`src/rtl/pkt_tx_sequencer_pkg.sv`:
```
// Shared types and constants for the packet transmit sequencer.
package pkt_tx_sequencer_pkg;

   localparam int DWIDTH_DEF = 72;
   localparam int AWIDTH_DEF = 10;

   localparam logic [7:0] CTRL_SOP  = 8'hff;
   localparam logic [7:0] CTRL_BODY = 8'h00;

   typedef enum logic [1:0] {
      ST_IDLE   = 2'd0,
      ST_STREAM = 2'd1,
      ST_DROP   = 2'd2,
      ST_DONE   = 2'd3
   } tx_state_t;

endpackage

```
`src/rtl/pkt_tx_sequencer_out_skid_buf.sv`:
```
// Two-entry valid/ready skid buffer; entry 0 is always the word presented downstream.
module out_skid_buf
   import pkt_tx_sequencer_pkg::*;
#(
   parameter int W = DWIDTH_DEF
) (
   input  logic         clk,
   input  logic         clr,
   input  logic         in_valid,
   output logic         in_ready,
   input  logic [W-1:0] in_data,
   output logic         out_valid,
   input  logic         out_ready,
   output logic [W-1:0] out_data,
   output logic [1:0]   count
);

   logic         v0, v1;
   logic [W-1:0] d0, d1;
   logic         push, pop;

   assign in_ready  = ~v1;
   assign push      = in_valid & in_ready;
   assign pop       = v0 & out_ready;
   assign out_valid = v0;
   assign out_data  = d0;
   assign count     = {1'b0, v0} + {1'b0, v1};

   always_ff @(posedge clk) begin
      if (clr) begin
         v0 <= 1'b0;
         v1 <= 1'b0;
         d0 <= '0;
         d1 <= '0;
      end else if (pop) begin
         if (v1) begin
            d0 <= d1;
            v1 <= push;
            if (push) d1 <= in_data;
         end else begin
            v0 <= push;
            if (push) d0 <= in_data;
         end
      end else if (push) begin
         if (!v0) begin
            v0 <= 1'b1;
            d0 <= in_data;
         end else begin
            v1 <= 1'b1;
            d1 <= in_data;
         end
      end
   end

endmodule

```
`src/rtl/pkt_tx_sequencer.sv`:
```
// Streams a buffered packet (head_addr..end_addr, wrapping) to the output or drops it.
// Define TX_PKT_COUNT_EN to build the tx/drop packet counters.
module pkt_tx_sequencer
   import pkt_tx_sequencer_pkg::*;
#(
   parameter int DWIDTH = DWIDTH_DEF,
   parameter int AWIDTH = AWIDTH_DEF
) (
   input  logic              clk,
   input  logic              reset,
   input  logic              pc_en,
   input  logic              start,
   input  logic              drop,
   input  logic [AWIDTH-3:0] end_addr,
   input  logic              hold,
   output logic              rd_en,
   output logic [AWIDTH-3:0] rd_addr,
   input  logic [DWIDTH-1:0] rd_data,
   output logic [63:0]       out_data,
   output logic [7:0]        out_ctrl,
   output logic              out_wr,
   input  logic              out_rdy,
   output logic [AWIDTH-3:0] head_addr,
   output logic              busy,
   output logic              done,
   output logic [31:0]       tx_pkt_cnt,
   output logic [31:0]       drop_pkt_cnt
);

   localparam int BW = AWIDTH - 2;

   tx_state_t         state;
   logic [BW-1:0]     end_q, rd_ptr;
   logic              rd_last, rd_vld_pipe;
   logic              flush, xfer;
   logic [1:0]        skid_cnt;
   logic [2:0]        credit;
   logic              skid_in_ready;
   logic [DWIDTH-1:0] skid_data;

   assign flush = reset | ~pc_en;
   assign xfer  = out_wr & out_rdy;

   // Occupancy after this cycle's pop plus the read in flight; keeps 1 word/cycle with a 2-deep skid.
   assign credit  = {1'b0, skid_cnt} + {2'b0, rd_vld_pipe} - {2'b0, xfer};
   assign rd_en   = ~flush && (state == ST_STREAM) && ~hold && ~rd_last &&
                    (credit < 3'd2) && skid_in_ready;
   assign rd_addr = rd_ptr;

   assign out_data = skid_data[63:0];
   assign out_ctrl = skid_data[64 +: 8];

   out_skid_buf #(.W(DWIDTH)) u_skid (
      .clk       (clk),
      .clr       (flush),
      .in_valid  (rd_vld_pipe),
      .in_ready  (skid_in_ready),
      .in_data   (rd_data),
      .out_valid (out_wr),
      .out_ready (out_rdy),
      .out_data  (skid_data),
      .count     (skid_cnt)
   );

   always_ff @(posedge clk) begin
      if (flush) begin
         state       <= ST_IDLE;
         end_q       <= '0;
         rd_ptr      <= '0;
         rd_last     <= 1'b0;
         rd_vld_pipe <= 1'b0;
         busy        <= 1'b0;
         done        <= 1'b0;
         if (reset) head_addr <= '0;
      end else begin
         rd_vld_pipe <= rd_en;
         done        <= 1'b0;
         if (rd_en) begin
            rd_ptr <= rd_ptr + 1'b1;
            if (rd_ptr == end_q) rd_last <= 1'b1;
         end
         case (state)
            ST_IDLE: if (start) begin
               end_q   <= end_addr;
               rd_ptr  <= head_addr;
               rd_last <= 1'b0;
               busy    <= 1'b1;
               state   <= drop ? ST_DROP : ST_STREAM;
            end
            ST_STREAM: if (xfer) begin
               head_addr <= head_addr + 1'b1;
               if (head_addr == end_q) begin
                  state <= ST_DONE;
                  done  <= 1'b1;
               end
            end
            ST_DROP: begin
               head_addr <= end_q + 1'b1;
               state     <= ST_DONE;
               done      <= 1'b1;
            end
            ST_DONE: begin
               busy  <= 1'b0;
               state <= ST_IDLE;
            end
            default: state <= ST_IDLE;
         endcase
      end
   end

`ifdef TX_PKT_COUNT_EN
   logic last_xfer;
   assign last_xfer = (state == ST_STREAM) && xfer && (head_addr == end_q);

   // Counters survive pc_en=0; only reset clears them.
   always_ff @(posedge clk) begin
      if (reset) begin
         tx_pkt_cnt   <= '0;
         drop_pkt_cnt <= '0;
      end else if (pc_en) begin
         if (last_xfer)          tx_pkt_cnt   <= tx_pkt_cnt + 32'd1;
         if (state == ST_DROP)   drop_pkt_cnt <= drop_pkt_cnt + 32'd1;
      end
   end
`else
   assign tx_pkt_cnt   = '0;
   assign drop_pkt_cnt = '0;
`endif

endmodule

```
`config.mk`:
```
export PLATFORM = sky130hd
export DESIGN_NAME = pkt_tx_sequencer
export DESIGN_NICKNAME = d
export VERILOG_FILES = /design/src/rtl/pkt_tx_sequencer_pkg.sv /design/src/rtl/pkt_tx_sequencer_out_skid_buf.sv /design/src/rtl/pkt_tx_sequencer.sv
export SDC_FILE = /design/constraint.sdc
export NUM_CORES = 1
export LEC_CHECK = 0
export ABC_AREA = 1
export ABC_CLOCK_PERIOD_IN_PS = 5100
export CELL_PAD_IN_SITES_DETAIL_PLACEMENT = 1
export CELL_PAD_IN_SITES_GLOBAL_PLACEMENT = 1
export CORE_ASPECT_RATIO = 0.8
export CORE_MARGIN = 1.5
export CORE_UTILIZATION = 36
export DETAILED_ROUTE_END_ITERATION = 8
export GPL_TIMING_DRIVEN = 0
export PLACE_DENSITY_LB_ADDON = 0.08
export SLEW_MARGIN = 25
export SYNTH_ARGS = -nofsm -noshare
export SYNTH_HDL_FRONTEND = slang
export SYNTH_SLANG_ARGS = --single-unit
```
`constraint.sdc`:
```
create_clock -name clk -period 5.1 [get_ports clk]
set_clock_uncertainty 0.15 [all_clocks]
set_input_delay 0.51 -clock clk [delete_from_list [all_inputs] [get_ports clk]]
set_output_delay 0.51 -clock clk [all_outputs]
set_load 0.02 [all_outputs]
```
==> flow_summary.toml <==
[detailed_routing]
num_vias = 8085
detail-route-antenna-nets = 0
drcViolationCount = 0
viasPerCell = 4.91
dr.pass1.iters = 5
topRoutingLayerUsed = "met4"
wire_per_inst_um = 16.8
wl_met3_mm = 1.56
drt-met1-wl_mm = 13.5
wirelength_mm = 27.7
met2_length_mm = 12.2
drt_iter0_drc = 413

[logic_synthesis]
synth-seq-cells = 176
yosysWarnings = 0
syn_inst = 1075
ys_seq_area_share_pct = 45.1
synth-edff-count = 8
ys_async_sr_fraction_pct = 0
synth_cell_types = 33
ys.flop_type = "dfxtp_1"
postSynthAreaPerCell_sq_um = 7.44
syn_area_sq_mm = 0.00800

[layout]
finalNonFillerCells = 1648
drive_gt1_share_pct = 9.65
num-fill-cells = 2706
final_common_cell = "clkdlybuf4s50_1"
nets = 1430
areaGrowthSynthToFinish_pct = 38.2
final_cell_mix = "clkdlybuf4s50_1, nor2_1, dfxtp_1, o21ai_0, nand2_1"

[global_route]
grt_pass1_vias = 7912
grt_max_degree = 17
grt_pass1_wl_mm = 43.2
grtUsageTotal_pct = 24.0
grt_overflow = 0
antenna_found_initial = 1

[critical_path]
worstPathMaxFanout = 10
cp-start-kind = "primary input"
worstPathArrival_ps = 3890
critPathKind = "primary input to primary output"
endpoint_kind = "primary output"
crit_required_ps = 4440

[die]
io_pins = 243
dieArea_sq_mm = 0.0231
fp.dieW_um = 170
start_util_pct = 36.9
core_area_sq_mm = 0.0217
die_h_um = 136
rows = 48

[timing]
tns_ps = 0
hold_violations = 0
rsz0062_at_grt = "false"
fin_crit_ps = 4550
min_period_over_period_pct = 89.2
slew_viol_final = 0
finalSetupViolCount = 0
slew_headroom_pct = 55.5
worst_slew_pin_slew_ps = 668
max_freq_ghz = 0.220

[clock_network]
cts_tree = "done"
clk_latency_ps = 440
clockRootBuffer = "clkbuf_16"
cts_resized = 0
htree_num_levels = 4
cts_buffers = 17
clkTransAtPathRegs_ps = 70
cts_setup_buffers = 0
cts_hold_buf = 0
cts_sinks = 176
cts.path.max_buffers = 2

[place]
gp_congestion = 0.806
io_buffers = 178
dp_hpwl_mm = 19.8
dp.cells = 1616

[power_and_ir_drop]
ir_drop_v = 0.000195
leakagePower_nw = 4.76
power.density_mw_per_mm2 = 294

[run_status]
status = "finished, final reports clean"

[run]
timing.max_cap.violations = 0

[worst_hold_path]
hp-class = "flip-flop to flip-flop"
-- report_power, final --
part           switching [mW]  leakage (nW)  total, mW  internal, mW
logic                   0.197          3.00      0.356         0.159
registers              0.0178          1.44       1.42          1.40
clock network           0.603         0.322       1.48         0.874
-- critical path, stage by stage --
cell	delay [ps]
clkdlybuf4s50_1	560
nand2_1	150
inv_1	110
clkbuf_1	450
ha_1	330
inv_1	60
ha_1	230
a21oi_1	170
inv_1	60
nand2_1	120
nand3_2	170
buf_2	230
inv_1	120
clkdlybuf4s50_1	610
-- state kept, by name, summed over array words and instances, names as in the netlist --
signal	count
rd_last	1
u_skid.out_valid	1
done	1
head_addr	8
end_q	8
state	2
rd_addr	8
rd_vld_pipe	1
busy	1
u_skid.out_data	72
u_skid.v1	1
u_skid.d1	72
-- path summary, 6_finish.rpt --
path / to / cells after the start / from / slack (ps)
setup / recovery: rd_en / 14 / out_rdy / 550
hold / removal: rd_last / 2 / rd_last / 310
setup reg to reg: rd_addr[4] / 15 / u_skid.out_valid / 1980
hold reg to reg: rd_last / 2 / rd_last / 310
-- cells in the mapped netlist (24+ instances only) --
cell type | instances | area share, %
a21oi_1 | 30 | 1.9
a31oi_1 | 72 | 5.6
buf_2 | 24 | 1.5
buf_4 | 65 | 6.1
clkbuf_1 | 48 | 2.3
dfxtp_1 | 168 | 42
inv_1 | 51 | 2.4
nand2_1 | 134 | 6.3
nand3_1 | 91 | 5.7
nor2_1 | 169 | 7.9
o21ai_0 | 147 | 9.2
o21ai_1 | 24 | 1.5
-- cells by family after synthesis --
logic type      Yosys count  synth area share, %
flops                   176                 45.1
compound gates          279                 18.8
simple gates            407                 21.2
buf+inv                 195                 12.7
xor+xnor                  9                0.986
other cells               1               0.0469
fa+ha+maj                 8                 1.25
-- routing by layer --
metal	vias to the layer above	track usage [%]
met4	0	7.52
met5	-	0
met1	3822	33.1
met3	33	5.65
met2	231	37.2
li1	3999	-
-- area by class of cell --
cell class	count	area [sq um]	area share (%)
multi-input combinational	767	3610	32.7
antenna	1	2.50	0.0227
clock buffer	19	464	4.20
timing repair buffer	178	1780	16.1
buffer	140	808	7.32
sequential	176	3600	32.6
clock inverter	12	193	1.74
tap	300	375	3.40
inverter	55	206	1.87
-- stage by stage --
step	util [%]	setup WS (ps)	power [mW]	hold slack, ps	cell area (sq um)
2_1_floorplan	-	2230	1.65	277	8230
3_3_place_gp	47.9	602	1.80	289	10400
3_5_place_dp	47.9	571	1.80	300	10400
4_1_cts	50.9	571	3.27	311	11000
5_1_grt	51.0	332	3.36	349	11000
6_report	51.0	550	3.25	313	11000
No activity file was read; power rests on OpenSTA's default activity.
